**src/rtl/rf_pkg.sv**
```systemverilog
`default_nettype none
// ============================================================================
// Module      : rf_pkg
// Description : Shared register-file constants and types for the write-port
//               arbiter and its scoreboard.
//               XLEN       - data width of a register
//               NUM_REGS   - number of architectural registers
//               REG_ADDR_W - width of a register index
//               addr_onehot() - register index to one-hot register mask
// Revision    : 1.0 - initial release
// ============================================================================
package rf_pkg;

    localparam int XLEN       = 32;
    localparam int NUM_REGS   = 32;
    localparam int REG_ADDR_W = 5;

    typedef logic [REG_ADDR_W-1:0] reg_addr_t;
    typedef logic [XLEN-1:0]       reg_data_t;

    // One-hot mask with a single bit set at the given register index.
    function automatic logic [NUM_REGS-1:0] addr_onehot(input reg_addr_t addr);
        return NUM_REGS'(1) << addr;
    endfunction

endpackage
`default_nettype wire

```
**src/rtl/rf_scoreboard.sv**
```systemverilog
`default_nettype none
// ============================================================================
// Module      : rf_scoreboard
// Description : Busy scoreboard tracking destinations with an outstanding
//               long-latency result. Bit 0 (x0) is never set.
// Ports       : clk, rst            - clock, synchronous active-high reset
//               set_en / set_addr   - mark a destination busy (accepted issue)
//               clr_en / clr_addr   - retire a destination (accepted B write)
//               rs1, rs2, rd        - decode lookups -> busy_rs1/2/rd
//                                     (registered state, no same-cycle clear)
//               iss_rd -> iss_ready - issue lookup; a destination retiring
//                                     this cycle counts as free
// Revision    : 1.0 - initial release
// ============================================================================
module rf_scoreboard
    import rf_pkg::*;
(
    input  logic      clk,
    input  logic      rst,
    input  logic      set_en,
    input  reg_addr_t set_addr,
    input  logic      clr_en,
    input  reg_addr_t clr_addr,
    input  reg_addr_t rs1,
    input  reg_addr_t rs2,
    input  reg_addr_t rd,
    input  reg_addr_t iss_rd,
    output logic      busy_rs1,
    output logic      busy_rs2,
    output logic      busy_rd,
    output logic      iss_ready
);

    logic [NUM_REGS-1:0] r_busy;
    logic [NUM_REGS-1:0] w_clr_mask;
    logic [NUM_REGS-1:0] w_set_mask;
    logic [NUM_REGS-1:0] w_busy_eff;

    assign w_clr_mask = clr_en ? addr_onehot(clr_addr) : '0;
    assign w_set_mask = set_en ? addr_onehot(set_addr) : '0;

    // Busy view with this cycle's retirement already applied.
    assign w_busy_eff = r_busy & ~w_clr_mask;

    assign iss_ready = ~w_busy_eff[iss_rd];
    assign busy_rs1  = r_busy[rs1];
    assign busy_rs2  = r_busy[rs2];
    assign busy_rd   = r_busy[rd];

    // Set is applied after clear so a same-cycle retire+issue to one rd
    // leaves the bit set; bit 0 is forced low.
    always_ff @(posedge clk) begin
        if (rst) begin
            r_busy <= '0;
        end else begin
            r_busy <= (w_busy_eff | w_set_mask) & ~NUM_REGS'(1);
        end
    end

endmodule
`default_nettype wire

```
**src/rtl/rf_wb_arbiter.sv**
```systemverilog
`default_nettype none
// ============================================================================
// Module      : rf_wb_arbiter
// Description : Register-file write-port controller. Shares the single write
//               port between the core writeback path (A) and a long-latency
//               unit (B), tracks B destinations in a busy scoreboard and
//               stalls the core on RAW/WAW hazards against them.
//               Optional macro RF_WB_FAIRNESS_EN: after MAX_WAIT denied
//               cycles of a valid B result, force one core stall so B wins.
// Ports       : clk, rst                 - clock, sync active-high reset
//               a_we/a_rd/a_data         - core writeback request
//               b_valid/b_rd/b_data      - source B result, b_ready accept
//               iss_valid/iss_rd         - issue to B, iss_ready accept
//               dec_rs1/dec_rs2/dec_rd   - current instruction fields
//               core_stall               - hold current instruction
//               rf_we/rf_waddr/rf_wdata  - register-file write port
// Revision    : 1.0 - initial release
// ============================================================================
module rf_wb_arbiter
    import rf_pkg::*;
#(
    parameter int XLEN     = 32,
    parameter int MAX_WAIT = 4
) (
    input  logic            clk,
    input  logic            rst,
    input  logic            a_we,
    input  reg_addr_t       a_rd,
    input  logic [XLEN-1:0] a_data,
    input  logic            b_valid,
    input  reg_addr_t       b_rd,
    input  logic [XLEN-1:0] b_data,
    output logic            b_ready,
    input  logic            iss_valid,
    input  reg_addr_t       iss_rd,
    output logic            iss_ready,
    input  reg_addr_t       dec_rs1,
    input  reg_addr_t       dec_rs2,
    input  reg_addr_t       dec_rd,
    output logic            core_stall,
    output logic            rf_we,
    output reg_addr_t       rf_waddr,
    output logic [XLEN-1:0] rf_wdata
);

    logic w_busy_rs1;
    logic w_busy_rs2;
    logic w_busy_rd;
    logic w_sb_iss_ready;
    logic w_hz;
    logic w_force;
    logic w_a_go;
    logic w_b_go;
    logic w_iss_fire;

    rf_scoreboard u_scoreboard (
        .clk       (clk),
        .rst       (rst),
        .set_en    (w_iss_fire),
        .set_addr  (iss_rd),
        .clr_en    (w_b_go),
        .clr_addr  (b_rd),
        .rs1       (dec_rs1),
        .rs2       (dec_rs2),
        .rd        (dec_rd),
        .iss_rd    (iss_rd),
        .busy_rs1  (w_busy_rs1),
        .busy_rs2  (w_busy_rs2),
        .busy_rd   (w_busy_rd),
        .iss_ready (w_sb_iss_ready)
    );

    // Hazards use registered busy only: there is no bypass of B data, so a
    // dependent instruction stalls through the cycle B writes.
    assign w_hz       = w_busy_rs1 | w_busy_rs2 | w_busy_rd;
    assign core_stall = rst | w_hz | w_force;

    // A write to x0 is not a write, leaving the port free for B.
    assign w_a_go     = a_we && (a_rd != '0) && !core_stall;
    assign b_ready    = !rst && b_valid && !w_a_go;
    assign w_b_go     = b_valid && b_ready;

    assign iss_ready  = !rst && w_sb_iss_ready;
    assign w_iss_fire = iss_valid && iss_ready;

    always_comb begin
        rf_we    = 1'b0;
        rf_waddr = '0;
        rf_wdata = '0;
        if (w_a_go) begin
            rf_we    = 1'b1;
            rf_waddr = a_rd;
            rf_wdata = a_data;
        end else if (w_b_go) begin
            rf_we    = 1'b1;
            rf_waddr = b_rd;
            rf_wdata = b_data;
        end
    end

`ifdef RF_WB_FAIRNESS_EN
    localparam int c_CNT_W = (MAX_WAIT < 1) ? 1 : $clog2(MAX_WAIT + 1);
    localparam logic [c_CNT_W-1:0] c_MAX = c_CNT_W'(MAX_WAIT);

    logic [c_CNT_W-1:0] r_wait_cnt;
    logic [c_CNT_W-1:0] w_cnt_next;
    logic               r_force;

    // Counter saturates at MAX_WAIT; any B grant restarts it.
    always_comb begin
        w_cnt_next = r_wait_cnt;
        if (w_b_go) begin
            w_cnt_next = '0;
        end else if (b_valid && (r_wait_cnt != c_MAX)) begin
            w_cnt_next = r_wait_cnt + 1'b1;
        end
    end

    // Force is raised on the edge where the count reaches MAX_WAIT, so B is
    // denied exactly MAX_WAIT cycles and then wins the next one.
    always_ff @(posedge clk) begin
        if (rst) begin
            r_wait_cnt <= '0;
            r_force    <= 1'b0;
        end else begin
            r_wait_cnt <= w_cnt_next;
            r_force    <= (w_cnt_next == c_MAX) && (r_wait_cnt != c_MAX);
        end
    end

    assign w_force = r_force;
`else
    logic w_unused_max_wait;

    // Strict A priority: B only takes cycles without an effective A write.
    assign w_force           = 1'b0;
    assign w_unused_max_wait = ^MAX_WAIT;
`endif

endmodule
`default_nettype wire

```
**config.mk**
```make
export PLATFORM = sky130hd
export DESIGN_NAME = rf_wb_arbiter
export DESIGN_NICKNAME = d
export VERILOG_FILES = /design/src/rtl/rf_pkg.sv /design/src/rtl/rf_scoreboard.sv /design/src/rtl/rf_wb_arbiter.sv
export SDC_FILE = /design/constraint.sdc
export NUM_CORES = 1
export LEC_CHECK = 0
export CAP_MARGIN = 20
export CORE_AREA = 2 2 95 97
export DETAILED_ROUTE_END_ITERATION = 10
export DIE_AREA = 0 0 97 99
export PLACE_DENSITY = 0.87
export SYNTH_ARGS = -nofsm -noshare
export SYNTH_HDL_FRONTEND = slang
export SYNTH_SLANG_ARGS = --single-unit
export TNS_END_PERCENT = 5
```
**constraint.sdc**
```tcl
create_clock -name clk -period 3.9 [get_ports clk]
set_input_delay 0.78 -clock clk [delete_from_list [all_inputs] [get_ports clk]]
set_output_delay 0.78 -clock clk [all_outputs]
set_load 0.02 [all_outputs]
```
# Yosys cells after proc, flatten, opt, wreduce, memory -nomap -nowiden
# Cells that the tools add are included.
classes:
  magnitude_cmp: 4
  n_shift: 2
  n_mux: 16
  bitwise_logic: 7
  n_reduce_logical: 11
op_table:
  columns: ["cell", "count"]
  rows:
  - ["$mux 32", 4]
  - ["$shl 1x5->32 const A", 2]
  - ["$and 32x32->32", 1]
  - ["$not 32->32", 1]
  - ["$or 32x32->32", 1]
  - ["$lt 5x6->1 const B", 4]
  - ["$bmux 1 s5", 4]
  - ["$mux 5", 2]
  - ["$logic_and 1x1->1", 7]
  - ["$mux 1", 6]
  - ["$reduce_bool 5->1", 1]
  - ["$logic_not 1->1", 3]
  - ["$or 1x1->1", 3]
  - ["$not 1->1", 1]
totals:
  register_bits: 32
  inputBits: 99
  out_inout_bits: 41
  elab_cells: 42

# Logic depth before layout (Yosys ltp)
depth:
  ltp_word: 20
  mapped_depth: 14
  mapped_depth_nobuf: 10

# By module
# Synthesis repeated with hierarchy kept, for this count alone.
unflattened:
  cells_unflattened: 400
  area_unflattened_um2: 3196.8
modules_own_cells:
  columns: ["mod", "n_inst", "cells_each", "area_each_um2", "seq_area_each_um2"]
  rows:
  - ["rf_scoreboard", 1, 275, 2441.1, 620.6]
  - ["rf_wb_arbiter", 1, 125, 755.7, 0.0]

# Worst setup path before layout
# OpenSTA, ideal clock, no wires.
synth_path:
  path_kind: "input-to-output"
  from: "in dec_rd[0]"
  to: "out iss_ready"
  arrival_ns: 3.448
  required_ns: 3.120
  slack_ns: -0.328
  path_stages: 12
  path_cell_list: "clkbuf_2 > mux4_2 > o2bb2ai_1 > a311oi_1 > or3_1 > nor4_4 > buf_6 > nor4_1 > o32a_1 > a32o_1 > nor2_1 > o22ai_1"
synth_via:
  elab_chain_len: 16
synth_lines:
  columns: ["item", "line_no", "text"]
  rows:
  - ["start, declared", "rf_wb_arbiter.sv:39", "input reg_addr_t dec_rd,"]
  - ["$bmux 1 s5", "rf_scoreboard.sv:48", "assign busy_rd = r_busy[rd];"]
  - ["$mux 1 (not written as such)", "rf_scoreboard.sv:48", null]
  - ["$or 1x1->1", "rf_wb_arbiter.sv:75", "assign w_hz = w_busy_rs1 | w_busy_rs2 | w_busy_rd;"]
  - ["$or 1x1->1", "rf_wb_arbiter.sv:76", "assign core_stall = rst | w_hz | w_force;"]
  - ["$logic_not 1->1", "rf_wb_arbiter.sv:79", "assign w_a_go = a_we && (a_rd != '0) && !core_stall;"]
  - ["$logic_and 1x1->1", "rf_wb_arbiter.sv:79", null]
  - ["$logic_not 1->1", "rf_wb_arbiter.sv:80", "assign b_ready = !rst && b_valid && !w_a_go;"]
  - ["$logic_and 1x1->1", "rf_wb_arbiter.sv:80", null]
  - ["$logic_and 1x1->1", "rf_wb_arbiter.sv:81", "assign w_b_go = b_valid && b_ready;"]
  - ["$mux 32", "rf_scoreboard.sv:39", "assign w_clr_mask = clr_en ? addr_onehot(clr_addr) : '0;"]
  - ["$not 32->32", "rf_scoreboard.sv:43", "assign w_busy_eff = r_busy & ~w_clr_mask;"]
  - ["$and 32x32->32", "rf_scoreboard.sv:43", null]
  - ["$bmux 1 s5", "rf_scoreboard.sv:45", "assign iss_ready = ~w_busy_eff[iss_rd];"]
  - ["$mux 1 (not written as such)", "rf_scoreboard.sv:45", null]
  - ["$not 1->1", "rf_scoreboard.sv:45", null]
  - ["$logic_and 1x1->1", "rf_wb_arbiter.sv:83", "assign iss_ready = !rst && w_sb_iss_ready;"]
  - ["end, declared", "rf_wb_arbiter.sv:36", "output logic iss_ready,"]
# No other way between the ends. The select of a mux whose other input is x is not followed.

# Final worst setup path
layout_path:
  from: "in a_rd[1]"
  to: "out iss_ready"
layout_via:
  elab_chain_len: 13
layout_lines:
  columns: ["item", "line_no", "text"]
  rows:
  - ["start, declared", "rf_wb_arbiter.sv:28", "input reg_addr_t a_rd,"]
  - ["$reduce_bool 5->1", "rf_wb_arbiter.sv:79", null]
  - ["$logic_and 1x1->1 (2 in a row)", "rf_wb_arbiter.sv:79", null]
  - ["$logic_not 1->1", "rf_wb_arbiter.sv:80", null]
  - ["$logic_and 1x1->1", "rf_wb_arbiter.sv:80", null]
  - ["$logic_and 1x1->1", "rf_wb_arbiter.sv:81", null]
  - ["$mux 32", "rf_scoreboard.sv:39", null]
  - ["$not 32->32", "rf_scoreboard.sv:43", null]
  - ["$and 32x32->32", "rf_scoreboard.sv:43", null]
  - ["$bmux 1 s5", "rf_scoreboard.sv:45", null]
  - ["$mux 1 (not written as such)", "rf_scoreboard.sv:45", null]
  - ["$not 1->1", "rf_scoreboard.sv:45", null]
  - ["$logic_and 1x1->1", "rf_wb_arbiter.sv:83", null]
# No other way between the ends. The select of a mux whose other input is x is not followed.

==> run_results.csv <==
group,metric,value,unit
global_routing,grt_pass1_vias,5288,
layout,top_regs,"u_scoreboard.r_busy (31)",
layout,regMostFlops,"u_scoreboard.r_busy",
logic_synthesis,synth_cell_types,57,
min_path,hp-class,"reg -> reg",
logic_synthesis,synth-seq-cells,31,
setup_path,cp_max_fo,7,
global_routing,use_met1,40.1,%
logic_synthesis,avgSynthCellArea,7.15,µm²
layout,design_area,0.00650,mm²
logic_synthesis,ys.flop_type,"dfxtp_1",
logic_synthesis,synth_compound_area_share,29.9,%
timing,fin_crit_sh,124,%
layout,num_antenna_cells,0,
setup_path,crit_path_frequent_cell,"buf_6",
timing,skew,15.7,ps
status,violations,"negative setup slack",
logic_synthesis,synthXorXnorAreaFrac,0.263,%
placement,place_congestion,1.10,
setup_path,cp.arrival,4040,ps
clock_network,tritoncts_num_sinks,31,
global_routing,grt_max_degree,37,
floorplanning,die_height,99,µm
timing,setup_viol,39,
timing,setup_slack,-917,ps
layout,layout_common_cells,"129 x buf_4, 91 x nand2_1, 86 x clkdlybuf4s50_1",
clock_network,clock_tree.buffer_depth,2,
setup_path,crit_path_end_kind,"output pin",
route,finalWirelength,18700,µm
global_routing,grt-ovfl-total,0,
placement,post-dp-hpwl,14100,µm
min_path,hp-start,"u_scoreboard.r_busy[2]$_SDFF_PP0_",
setup_path,worst-r2r-cell-count,14,
logic_synthesis,netlist.area_leader.share,18.7,%
placement,dpl_cell_area,0.00572,mm²
global_routing,grt_busiest_layer,"met2",
logic_synthesis,synth_largest_area_cell,"dfxtp_1",
floorplanning,core_area,0.00855,mm²
logic_synthesis,netlist_area,0.00333,mm²
route,drtIter0Drc,570,
clock_network,clk_pin_slew_worst_paths,70,ps
min_path,holdPathEnd,"u_scoreboard.r_busy[2]$_SDFF_PP0_",
clock_network,clk-insertion-delay-late,300,ps
placement,pre_cts_slack,-1520,ps
run,maxCapViolations,0,
pwr,power_leakage,2.65,nW
floorplanning,die_x,97,µm
setup_path,cp_slowest_stage_delay,540,ps
clock_network,cts_inserted_buffers,5,
global_routing,grt_pass1_wl,28400,µm
setup_path,r2r-end,"u_scoreboard.r_busy[5]$_SDFF_PP0_",
setup_path,r2r_setup_slack,390,ps
layout,num-fill-cells,616,
clock_network,cts_max_level,2,
setup_path,crit_buf_inv,5,
logic_synthesis,yosys.area_share.simple,29.0,%
global_routing,grt_use_met3,7.09,%
layout,largest_reg_flops,31,
route,wire_per_inst,22.4,µm
floorplanning,fp-row-count,34,
logic_synthesis,synth_fp_nets,564,
pwr,ir_worst_vdd,0.000110,V
setup_path,crit-reg2reg-launch,"u_scoreboard.r_busy[4]$_SDFF_PP0_",
layout,fin_cells,836,
pwr,finalPower,0.00120,W
global_routing,met2_usage,67.7,%
setup_path,path_cells,"clkdlybuf4s50_1, or4_4, o21ai_2, buf_6, nor2_1, nand2_1, nor4_4, buf_4, bufbuf_16, o311a_1, or4b_4, o21ai_4, o211ai_1, o22ai_2, buf_6",
logic_synthesis,muxShareOfSynthArea,15.1,%
layout,register_area,621,µm²
logic_synthesis,async_flop_share,0,%
timing,tightest_slew,477,ps
logic_synthesis,ys_warn_count,0,
timing,rsz0062_at_grt,"true",
logic_synthesis,ys_seq_area_share,18.7,%
route,drtPass1Iterations,7,
timing,fmax,208,MHz
clock_network,postCtsHoldBufs,0,
clock_network,root_buffer,"clkbuf_8",
logic_synthesis,synth_top_family_by_area,"compound AO/OA/AOI/OAI gates",
floorplanning,io_pins,140,
layout,drive_gt1_share,39.6,%
logic_synthesis,synth_edf_count,0,
setup_path,crit_slowest_cell,"or4b_4",
global_routing,grt_antenna_before_repair,0,
timing,finalHoldViolations,0,
timing,slew_violations,0,
pwr,powerDensity,185,mW/mm²
timing,period_needed,4820,ps
placement,port_buffers,139,
floorplanning,die-area,0.00960,mm²
layout,multiInputGateArea,0.00275,mm²
logic_synthesis,synth_cells,465,
route,num_vias,5144,
layout,nNetsFinal,827,
setup_path,cp.required,3120,ps
min_path,whs_path_depth,2,
setup_path,worst_setup_path_start_kind,"input pin",
logic_synthesis,synth_fa_ha_area_share,0,%
placement,dp.cells,792,
layout,final_common_cell,"buf_4",
clock_network,cts_tree,"built",
floorplanning,initial_core_util,38.9,%
route,postRouteAntennaNets,0,
timing,slew_headroom,67.8,%
setup_path,crit_family,"buffers and inverters",
status,run_status,"finished with violations",
setup_path,crit_type,"in -> out",
route,viasPerCell,6.15,
route,drc,0,
layout,area_growth,95.6,%
global_routing,grtUsageTotal,37.9,%
logic_synthesis,synth_area_leaders,"dfxtp_1 19%, nand2_1 12%, mux4_2 10%",
[tightest hold or removal path, delay by kind of cell (launching register included)]
| kind | cells | cell delay, ps |
|---|---|---|
| AO/OA/AOI/OAI | 2 | 150 |
| flip-flops | 1 | 330 |
[report_power, final]
group / total (W) / internal, W / switching [W]
registers: 0.000325 / 0.000320 / 0.00000529
clock network: 0.000267 / 0.000138 / 0.000129
logic: 0.000610 / 0.000321 / 0.000289
total: 0.00120 / 0.000780 / 0.000423
[synth_stat cells (4+ instances only)]
cell,number
dfxtp_1,31
or2_2,5
a221oi_1,4
a21oi_1,5
o211ai_1,12
mux2i_1,13
nand2b_1,9
clkbuf_1,28
o22ai_1,13
inv_1,15
nor2_1,16
nor3_1,7
buf_2,5
nand2_1,103
o31ai_1,5
or3_1,5
nand3_1,13
mux4_2,15
o32ai_1,10
nor2b_1,17
o21ai_0,60
o41ai_1,6
o311ai_0,7
nor4_1,5
[cell type report]
| type | instances | share of cell area (%) |
|---|---|---|
| Multi-Input combinational cell | 380 | 42.3 |
| Sequential cell | 31 | 9.54 |
| Timing Repair Buffer | 295 | 43.8 |
| Clock inverter | 1 | 0.0770 |
| Clock buffer | 6 | 1.27 |
| Tap cell | 108 | 2.08 |
| Inverter | 15 | 0.866 |
[cell families after synthesis]
family	Yosys count
XOR/XNOR	1
multiplexers	31
AND/OR/NAND/NOR	200
AO/OA/AOI/OAI	148
buffers and inverters	54
flip-flops	31
[repair_timing]
item                       CTS  global route
gates resized for setup    252            66
cloned                       5             0
setup endpoints to repair   59            62
setup buffers               24            13
pin swaps                   13            12
[metal layers]
layer,up-vias,wire (µm)
met3,130,1630
met4,0,1620
li1,2282,-
met5,-,0
met2,385,9260
met1,2347,6170
[through the flow]
stage               setup TNS (ps)  util [%]  hold slack, ps
detailed placement          -54070      66.8             529
floorplan                     -977         -             471
global route                -18690      76.1             575
global placement            -51350      66.8             505
finish                      -13780      76.1             527
CTS                         -11240      73.5             539
[worst max-delay path by stage]
stage / start / to / slack [ps] / cells after the start
after floorplan: dec_rd[1] / iss_ready / -150 / 12
after global placement: dec_rs2[0] / iss_ready / -1540 / 15
after detailed placement: dec_rs2[0] / iss_ready / -1520 / 15
after CTS: a_rd[4] / iss_ready / -950 / 15
after global routing: dec_rd[2] / iss_ready / -950 / 15
final: a_rd[1] / iss_ready / -920 / 15
Note: power is estimated with default switching activity, not from simulation.
